$ cat src/rtl/dual_port_ram_sync.sv
// Synchronous true dual-port RAM with registered reads, write-write collision arbitration
// and a clear sequencer that zero-fills the array after every reset.
module dual_port_ram_sync #(
    parameter int unsigned DATA_W = 8,
    parameter int unsigned ADDR_W = 4
) (
    input  logic              clk,
    input  logic              rst_n,
    input  logic              a_en,
    input  logic              a_we,
    input  logic [ADDR_W-1:0] a_addr,
    input  logic [DATA_W-1:0] a_wdata,
    output logic [DATA_W-1:0] a_rdata,
    output logic              a_rvalid,
    input  logic              b_en,
    input  logic              b_we,
    input  logic [ADDR_W-1:0] b_addr,
    input  logic [DATA_W-1:0] b_wdata,
    output logic [DATA_W-1:0] b_rdata,
    output logic              b_rvalid,
    output logic              collision,
    output logic              ready
);

    localparam int unsigned DEPTH = 2 ** ADDR_W;

    typedef enum logic [0:0] {StClear, StRun} state_e;

    state_e            state_q, state_d;
    logic [ADDR_W-1:0] ptr_q, ptr_d;
    logic              clr_we;

    logic [DATA_W-1:0] mem [DEPTH];

    logic              run;
    logic              a_rd, a_wr, b_rd, b_wr;
    logic              coll;

    logic              wa_en;
    logic [ADDR_W-1:0] wa_addr;
    logic [DATA_W-1:0] wa_data;

    logic [DATA_W-1:0] a_rdata_q, b_rdata_q;
    logic              a_rvalid_q, b_rvalid_q, collision_q;

    always_ff @(posedge clk or negedge rst_n) begin
        if (!rst_n) begin
            state_q <= StClear;
            ptr_q   <= '0;
        end else begin
            state_q <= state_d;
            ptr_q   <= ptr_d;
        end
    end

    always_comb begin
        state_d = state_q;
        ptr_d   = ptr_q;
        clr_we  = 1'b0;
        case (state_q)
            StClear: begin
                clr_we = 1'b1;
                ptr_d  = ptr_q + ADDR_W'(1);
                if (&ptr_q) begin
                    state_d = StRun;
                end
            end
            StRun: begin
                state_d = StRun;
            end
            default: begin
                state_d = StClear;
            end
        endcase
    end

    assign run  = (state_q == StRun);
    assign a_wr = run & a_en & a_we;
    assign a_rd = run & a_en & ~a_we;
    assign b_wr = run & b_en & b_we;
    assign b_rd = run & b_en & ~b_we;
    assign coll = a_wr & b_wr & (a_addr == b_addr);

    // The clear sequencer borrows port A's write path; requests are gated off while clearing.
    assign wa_en   = clr_we | a_wr;
    assign wa_addr = clr_we ? ptr_q : a_addr;
    assign wa_data = clr_we ? '0 : a_wdata;

    // Array is deliberately not reset; the clear sequence defines its contents.
    always_ff @(posedge clk) begin
        if (b_wr && !coll) begin
            mem[b_addr] <= b_wdata;
        end
        if (wa_en) begin
            mem[wa_addr] <= wa_data;
        end
    end

    // Reads sample the array before this edge's writes land, giving read-first behaviour.
    always_ff @(posedge clk or negedge rst_n) begin
        if (!rst_n) begin
            a_rdata_q   <= '0;
            b_rdata_q   <= '0;
            a_rvalid_q  <= 1'b0;
            b_rvalid_q  <= 1'b0;
            collision_q <= 1'b0;
        end else begin
            a_rvalid_q  <= a_rd;
            b_rvalid_q  <= b_rd;
            collision_q <= coll;
            if (a_rd) begin
                a_rdata_q <= mem[a_addr];
            end
            if (b_rd) begin
                b_rdata_q <= mem[b_addr];
            end
        end
    end

    assign a_rdata   = a_rdata_q;
    assign b_rdata   = b_rdata_q;
    assign a_rvalid  = a_rvalid_q;
    assign b_rvalid  = b_rvalid_q;
    assign collision = collision_q;
    assign ready     = run;

endmodule

$ cat config.mk
export PLATFORM = sky130hd
export DESIGN_NAME = dual_port_ram_sync
export DESIGN_NICKNAME = d
export VERILOG_FILES = /design/src/rtl/dual_port_ram_sync.sv
export SDC_FILE = /design/constraint.sdc
export NUM_CORES = 1
export LEC_CHECK = 0
export ABC_AREA = 1
export BUFFER_PORTS_ARGS = -buffer_cell sky130_fd_sc_hd__buf_2
export CORE_MARGIN = 10
export CORE_UTILIZATION = 48
export CTS_CLUSTER_DIAMETER = 80
export DETAILED_ROUTE_END_ITERATION = 8
export GPL_TIMING_DRIVEN = 0
export PLACE_DENSITY = 0.68
export SETUP_SLACK_MARGIN = 0.5
export SYNTH_ARGS = -nofsm -noshare
export SYNTH_HDL_FRONTEND = slang
export SYNTH_SLANG_ARGS = --single-unit
$ cat constraint.sdc
create_clock -name clk -period 4.6 [get_ports clk]
set_input_delay 0.46 -clock clk [delete_from_list [all_inputs] [get_ports clk]]
set_output_delay 0.46 -clock clk [all_outputs]
set_load 0.01 [all_outputs]
==> impl_results.md, run 1 <==
- Status: complete, no violations
- Buf/Inv on CP: 3
- Synth top area share: 41.52%
- Most common cell on crit path: nand3_1
- Fin nets: 1,340
- Slew Viols, Final: 0
- PwrDens: 346.8 nW/um2
- TNS Setup: 0 ns
- Detailed-route via count: 9,286
- Starting Density: 49.16%
- Clock root cell: clkbuf_16
- Area added between synthesis and finish: 12.38%
- Worst-path fanout max: 10
- Critical Path Max Stage Delay: just under 0.5 ns
- CP max-delay cell: dfrtp_1
- Top delay family on crit path: simple AND/OR/NAND/NOR gates
- Initial DRT Pass Iterations: 5
- DRT iter0 DRCs: 1,523
- Post-Layout Inst Area: about 10,000 um2
- Leakage: 0.004746 uW
- Die area: 25,240 um2
- Post-synth top cells: nand2_1, edfxtp_1, o21ai_0
- Finished Core Util: between 50% and 60%
- Syn Inst Count: 1,253
- Hold Crit Class: primary input to flop
- Peak VDD IR: approximately 0.25 mV
- Startpoint types: flop
- Cell variety after synth: 31
- CTS max path bufs: 2
- Critical path class: flop to flop
- Clk sinks: between 150 and 200
- Max_cap viols: 0
- Leading area contributor after synthesis: edfxtp_1
- Port buffer count: 36
- Synthesized area per cell: around 7.4 um2
- Placed instance area: 9762 um2
- Layout cells sized above 1: about a tenth
- Slew @ Worst Pin: roughly 1.2 ns
- Vert. Die Dim: 158.9 um
- WL/cell: 23.54 um
- Synth top area cells: edfxtp_1, nand2_1, o21ai_0
- ANT cells: 0
- Worst-path clk slew: 0.07 ns
- Synth async-reset ratio: 15.79%
- Number of vias per cell: between 5 and 6
- GP Congestion: 1.060
- Fmax: a little over 300 MHz
- Pin count of the biggest net entering global routing: 25
- Final period util: between 70% and 80%
- Final setup vio count: 0
- Period minus WS final: 3.291 ns
- Post-DRT Antenna Nets: 0
- Tot GR Track Use: 28.53%
- Vias in the first global route: slightly above 8,000
- Post_cts resized: 0
- Top_reg_cell synth: edfxtp_1
- Area of the mapped netlist: 9256 um2
- Layout Skew: about 0.011 ns
- Initial antenna violation count: 0
- Critical path capture point type: flop
- Row count: 50
- H-tree lvl count: 4
- Seq cells post-synth: 152
- EDFF count, synth: 128
- WL final: about 37 mm
- Hold Fails Final Rpt: 0
- CTS tree: yes
- Hold slack: approximately 0.31 ns
- First-pass GRT wire length: 54.19 mm
- Worst skew pair latency: 0.45 ns
- Post-DP HPWL: ~28 mm
- Sequential share of the synthesized area: approximately 48%
- Count leader, synth: nand2_1
- Synthesized Nets: ~1,300
- Ports: 50
- Core area: between 15,000 and 20,000 um2
- WP data required: ~4.6 ns
- Worst-path cell chain: buf_6, buf_4, nand3_1, nor3b_1, nand3_1, nand2_1, buf_2, o21ai_0
- Slew headroom: 17.66%
- TritonCTS Buffers: 17
- GR Overflow Total: 0
- DRC: 0
- Die W: roughly 160 um
- Critical Path AT: about 3.3 ns
- Yosys Warn Count: 0
- Unrepaired setup endpoints after global routing: no
power by group:
part | internal, uW | switching [uW] | total, uW
combinational | 138 | 367 | 505
clock | 878 | 666 | 1540
sequential | 1540 | 21.9 | 1560
worst register-to-register path: stages, from the launching register on:
cell and delay, ns:
dfrtp_1 0.49, buf_6 0.23, buf_4 0.22, nand3_1 0.12, nor3b_1 0.34, nand3_1 0.19, nand2_1 0.41, buf_2 0.40
o21ai_0 0.47
layout by cell type (no fill, tap or decap), types with 2 or more instances in the layout:
| cell type | synthesis | layout |
|---|---|---|
| nor2_1 | 32 | 32 |
| dfrtp_1 | 24 | 24 |
| o21ai_0 | 121 | 118 |
| clkinv_4 | 0 | 2 |
| nand2_2 | 7 | 7 |
| nand2_1 | 652 | 652 |
| buf_4 | 4 | 4 |
| edfxtp_1 | 128 | 128 |
| inv_1 | 10 | 10 |
| nand2_4 | 6 | 6 |
| clkbuf_1 | 38 | 38 |
| a21oi_4 | 2 | 2 |
| inv_6 | 0 | 5 |
| clkbuf_16 | 0 | 17 |
| o21ai_1 | 25 | 28 |
| a21oi_1 | 8 | 8 |
| xnor2_1 | 2 | 2 |
| buf_6 | 9 | 9 |
| inv_8 | 0 | 3 |
| inv_2 | 8 | 8 |
| xor2_1 | 5 | 5 |
| nand3_1 | 107 | 107 |
| nor2_4 | 4 | 4 |
| buf_1 | 26 | 26 |
| buf_2 | 16 | 52 |
| o21ai_2 | 8 | 8 |
| bufinv_16 | 0 | 3 |
| nor2_2 | 3 | 3 |
what timing repair did:
| action | in CTS | in global routing |
|---|---|---|
| hold buffers | 1 | 0 |
| hold endpoints to repair | 24 | 0 |
| setup buffers | 0 | 0 |
registers in the layout, summed over array words and instances, names as in the netlist:
register,count
a_rdata,8
b_rdata,8
b_rvalid,1
a_rvalid,1
mem,128
ready,1
ptr_q,4
collision,1
metal layers:
layer | vias to the layer above | global-route usage, % | routed length, um
met5 | - | 0 | 0
met4 | 0 | 8.340 | 938
met3 | 76 | 8.082 | 5038
met2 | 678 | 41.74 | 15900
met1 | 4330 | 40.16 | 15360
li1 | 4202 | - | -
layout make-up:
cell class	instances	area, um2
fill	1844	8428
tap	260	325.3
timing repair buffer	37	190.2
clock buffer	17	425.4
multi-input combinational	988	4282
sequential	152	4444
buffer	94	456.7
clock inverter	15	205.2
inverter	19	73.82
per-stage QoR:
stage	cells	setup WS [ns]	power, uW
after floorplan	1253	2.305	1878
after global placement	1549	1.288	2070
after detailed placement	1549	1.246	2076
after CTS	1582	1.326	3583
after global routing	1582	1.242	3701
final	1582	1.309	3608
worst paths after layout:
kind | slack (ns) | from | cells past startpoint | end
min in group asynchronous | 0.51 | rst_n | 2 | ptr_q[1]
worst max-delay path | 1.31 | ready | 8 | mem[2][3]
worst max register to register | 1.31 | ready | 8 | mem[2][3]
max in group asynchronous | 3.76 | rst_n | 2 | a_rvalid
worst min register to register | 0.47 | a_rdata[2] | 2 | a_rdata[2]
worst min-delay path | 0.31 | a_we | 2 | a_rvalid
logic make-up after synthesis:
| family | Yosys count | share of synthesized area, % |
|---|---|---|
| compound gates | 165 | 9.611 |
| xor+xnor | 7 | 0.6624 |
| fa+ha+maj | 1 | 0.1352 |
| buf+inv | 113 | 5.731 |
| flops | 152 | 48.01 |
| simple gates | 815 | 35.85 |
No activity file was read; power rests on OpenSTA's default activity.
==> run 2, diff against run 1 <==
==> constraint.sdc (replaced) <==
create_clock -name clk -period 3.2 [get_ports clk]
set_input_delay 0.32 -clock clk [delete_from_list [all_inputs] [get_ports clk]]
set_output_delay 0.32 -clock clk [all_outputs]
set_load 0.01 [all_outputs]
==> impl_results.md, run 2 (synthesized netlist as in run 1, its figures left out) <==
- Status: complete, no violations
- Largest Register: mem
- Die W: 158.9 um
- Leakage: 0.004776 uW
- Critical Path Max Stage Delay: approximately 0.46 ns
- CP max-delay cell: dfrtp_2
- ANT cells: 0
- Unrepaired setup endpoints after global routing: yes
- WL/cell: 23.60 um
- Layout Skew: roughly 0.012 ns
- Core area: 18,830 um2
- Commonest cells after routing, fill and taps aside: nand2_1, edfxtp_1, nand3_1, o21ai_0, buf_2
- Critical path class: flop to flop
- Area added between synthesis and finish: 13.15%
- Hold Fails Final Rpt: 0
- Initial DRT Pass Iterations: 6
- TritonCTS Buffers: 17
- Slew headroom: 45.02%
- Initial antenna violation count: 0
- Die area: 25,240 um2
- Finished Core Util: 55.62%
- Pin count of the biggest net entering global routing: 25
- Slew @ Worst Pin: roughly 0.82 ns
- Vias in the first global route: 8,291
- Final setup vio count: 0
- Startpoint types: flop
- Number of vias per cell: 5.867
- Max_cap viols: 0
- Post-DP HPWL: between 20 and 30 mm
- Postcts setup bufs: 0
- Post-DRT Antenna Nets: 0
- Hold Crit Class: primary input to flop
- Buf/Inv on CP: 2
- Layout cells sized above 1: around an eighth
- GR Overflow Total: 0
- Fin nets: 1,340
- Ports: 50
- GP Congestion: 1.060
- WL final: roughly 37 mm
- CTS max path bufs: 2
- PwrDens: 495.8 nW/um2
- Worst-path fanout max: 10
- Worst-path cell chain: buf_6, o21ai_2, nand2_1, nor2_4, nand2_4, buf_6, o21ai_1
- Vert. Die Dim: 158.9 um
- DRT iter0 DRCs: between 1,000 and 1,500
- Port buffer count: 36
- Tot GR Track Use: 28.56%
- Period minus WS final: 2.640 ns
- Starting Density: between 40% and 50%
- Critical path capture point type: flop
- H-tree lvl count: 4
- Hold slack: 0.1800 ns
- Detailed-route via count: 9,282
- Final std cells w/o fill: 1,582
- Largest register FFs: 128
- First-pass GRT wire length: 54.32 mm
- Critical Path AT: 2.72 ns
- Slew Viols, Final: 0
- Worst skew pair latency: 0.45 ns
- Commonest non-fill, non-tap cell in the layout: nand2_1
- Peak VDD IR: 0.3591 mV
- DRC: 0
- Placed Cells: 1,549
- CTS tree: yes
- Final period util: 82.50%
- Worst-path clk slew: 0.07 ns
- Top delay family on crit path: compound AO/OA/AOI/OAI gates
- Clk sinks: ~150
- Clock root cell: clkbuf_16
- Fmax: around 380 MHz
- Row count: 50
- Most common cell on crit path: buf_6
- WP data required: 3.28 ns
==> run 2: cell counts in the layout (fill, tap and decap cells not counted) <==
No cell type changed its count.
==> run 2: cell type report <==
class                   count  area [um2]
repair buffers             37       190.2
inverters                  19       73.82
multi-input cells         988        4349
clock inverters            15       205.2
well taps                 260       325.3
clock buffers              17       425.4
plain buffers              94       459.2
fillers                  1836        8357
flip-flops and latches    152        4446
==> run 2: where the power goes <==
group | internal (uW) | switching [uW] | total (uW)
combinational | 200 | 534 | 734
clock | 1260 | 955 | 2220
sequential | 2210 | 31.5 | 2240
total | 3670 | 1520 | 5190
==> run 2: worst paths after layout <==
kind / startpoint / to / slack, ns / cells after the start
max: ready / mem[13][7] / 0.56 / 7
min: a_we / a_rvalid / 0.18 / 2
max reg2reg: ready / mem[13][7] / 0.56 / 7
min reg2reg: a_rdata[7] / a_rdata[7] / 0.47 / 2
max in group asynchronous: rst_n / ready / 2.47 / 2
min in group asynchronous: rst_n / b_rdata[1] / 0.37 / 2
==> run 2: through the flow <==
stage	setup WS (ns)	TNS (ns)	total power, uW	cell area, um2
after floorplan	0.9599	0	2699	9256
after global placement	-0.09241	-1.367	2976	9762
after detailed placement	-0.05081	-0.7037	2984	9762
after CTS	0.4576	0	5155	10440
after global routing	0.4124	0	5327	10470
final	0.5599	0	5192	10470
==> run 2: worst register-to-register path: stages (launching register included) <==
cell and delay (ns):
dfrtp_2 0.46, buf_6 0.19, o21ai_2 0.41, nand2_1 0.17, nor2_4 0.35, nand2_4 0.15, buf_6 0.17, o21ai_1 0.38
==> run 2: what timing repair did <==
| action | in CTS | in global routing |
|---|---|---|
| resized for setup | 22 | 13 |
| setup endpoints to repair | 128 | 99 |
| endpoints found under the hold margin | 24 | 0 |
| hold buffers | 1 | 0 |
| gates cloned | 0 | 0 |
==> run 2: layer usage <==
metal	GRT usage, %	vias to the layer above	wire [um]
met4	8.256	0	932
met2	41.70	667	15920
met1	40.52	4344	15340
met3	7.772	74	5137
li1	-	4197	-
met5	0	-	0
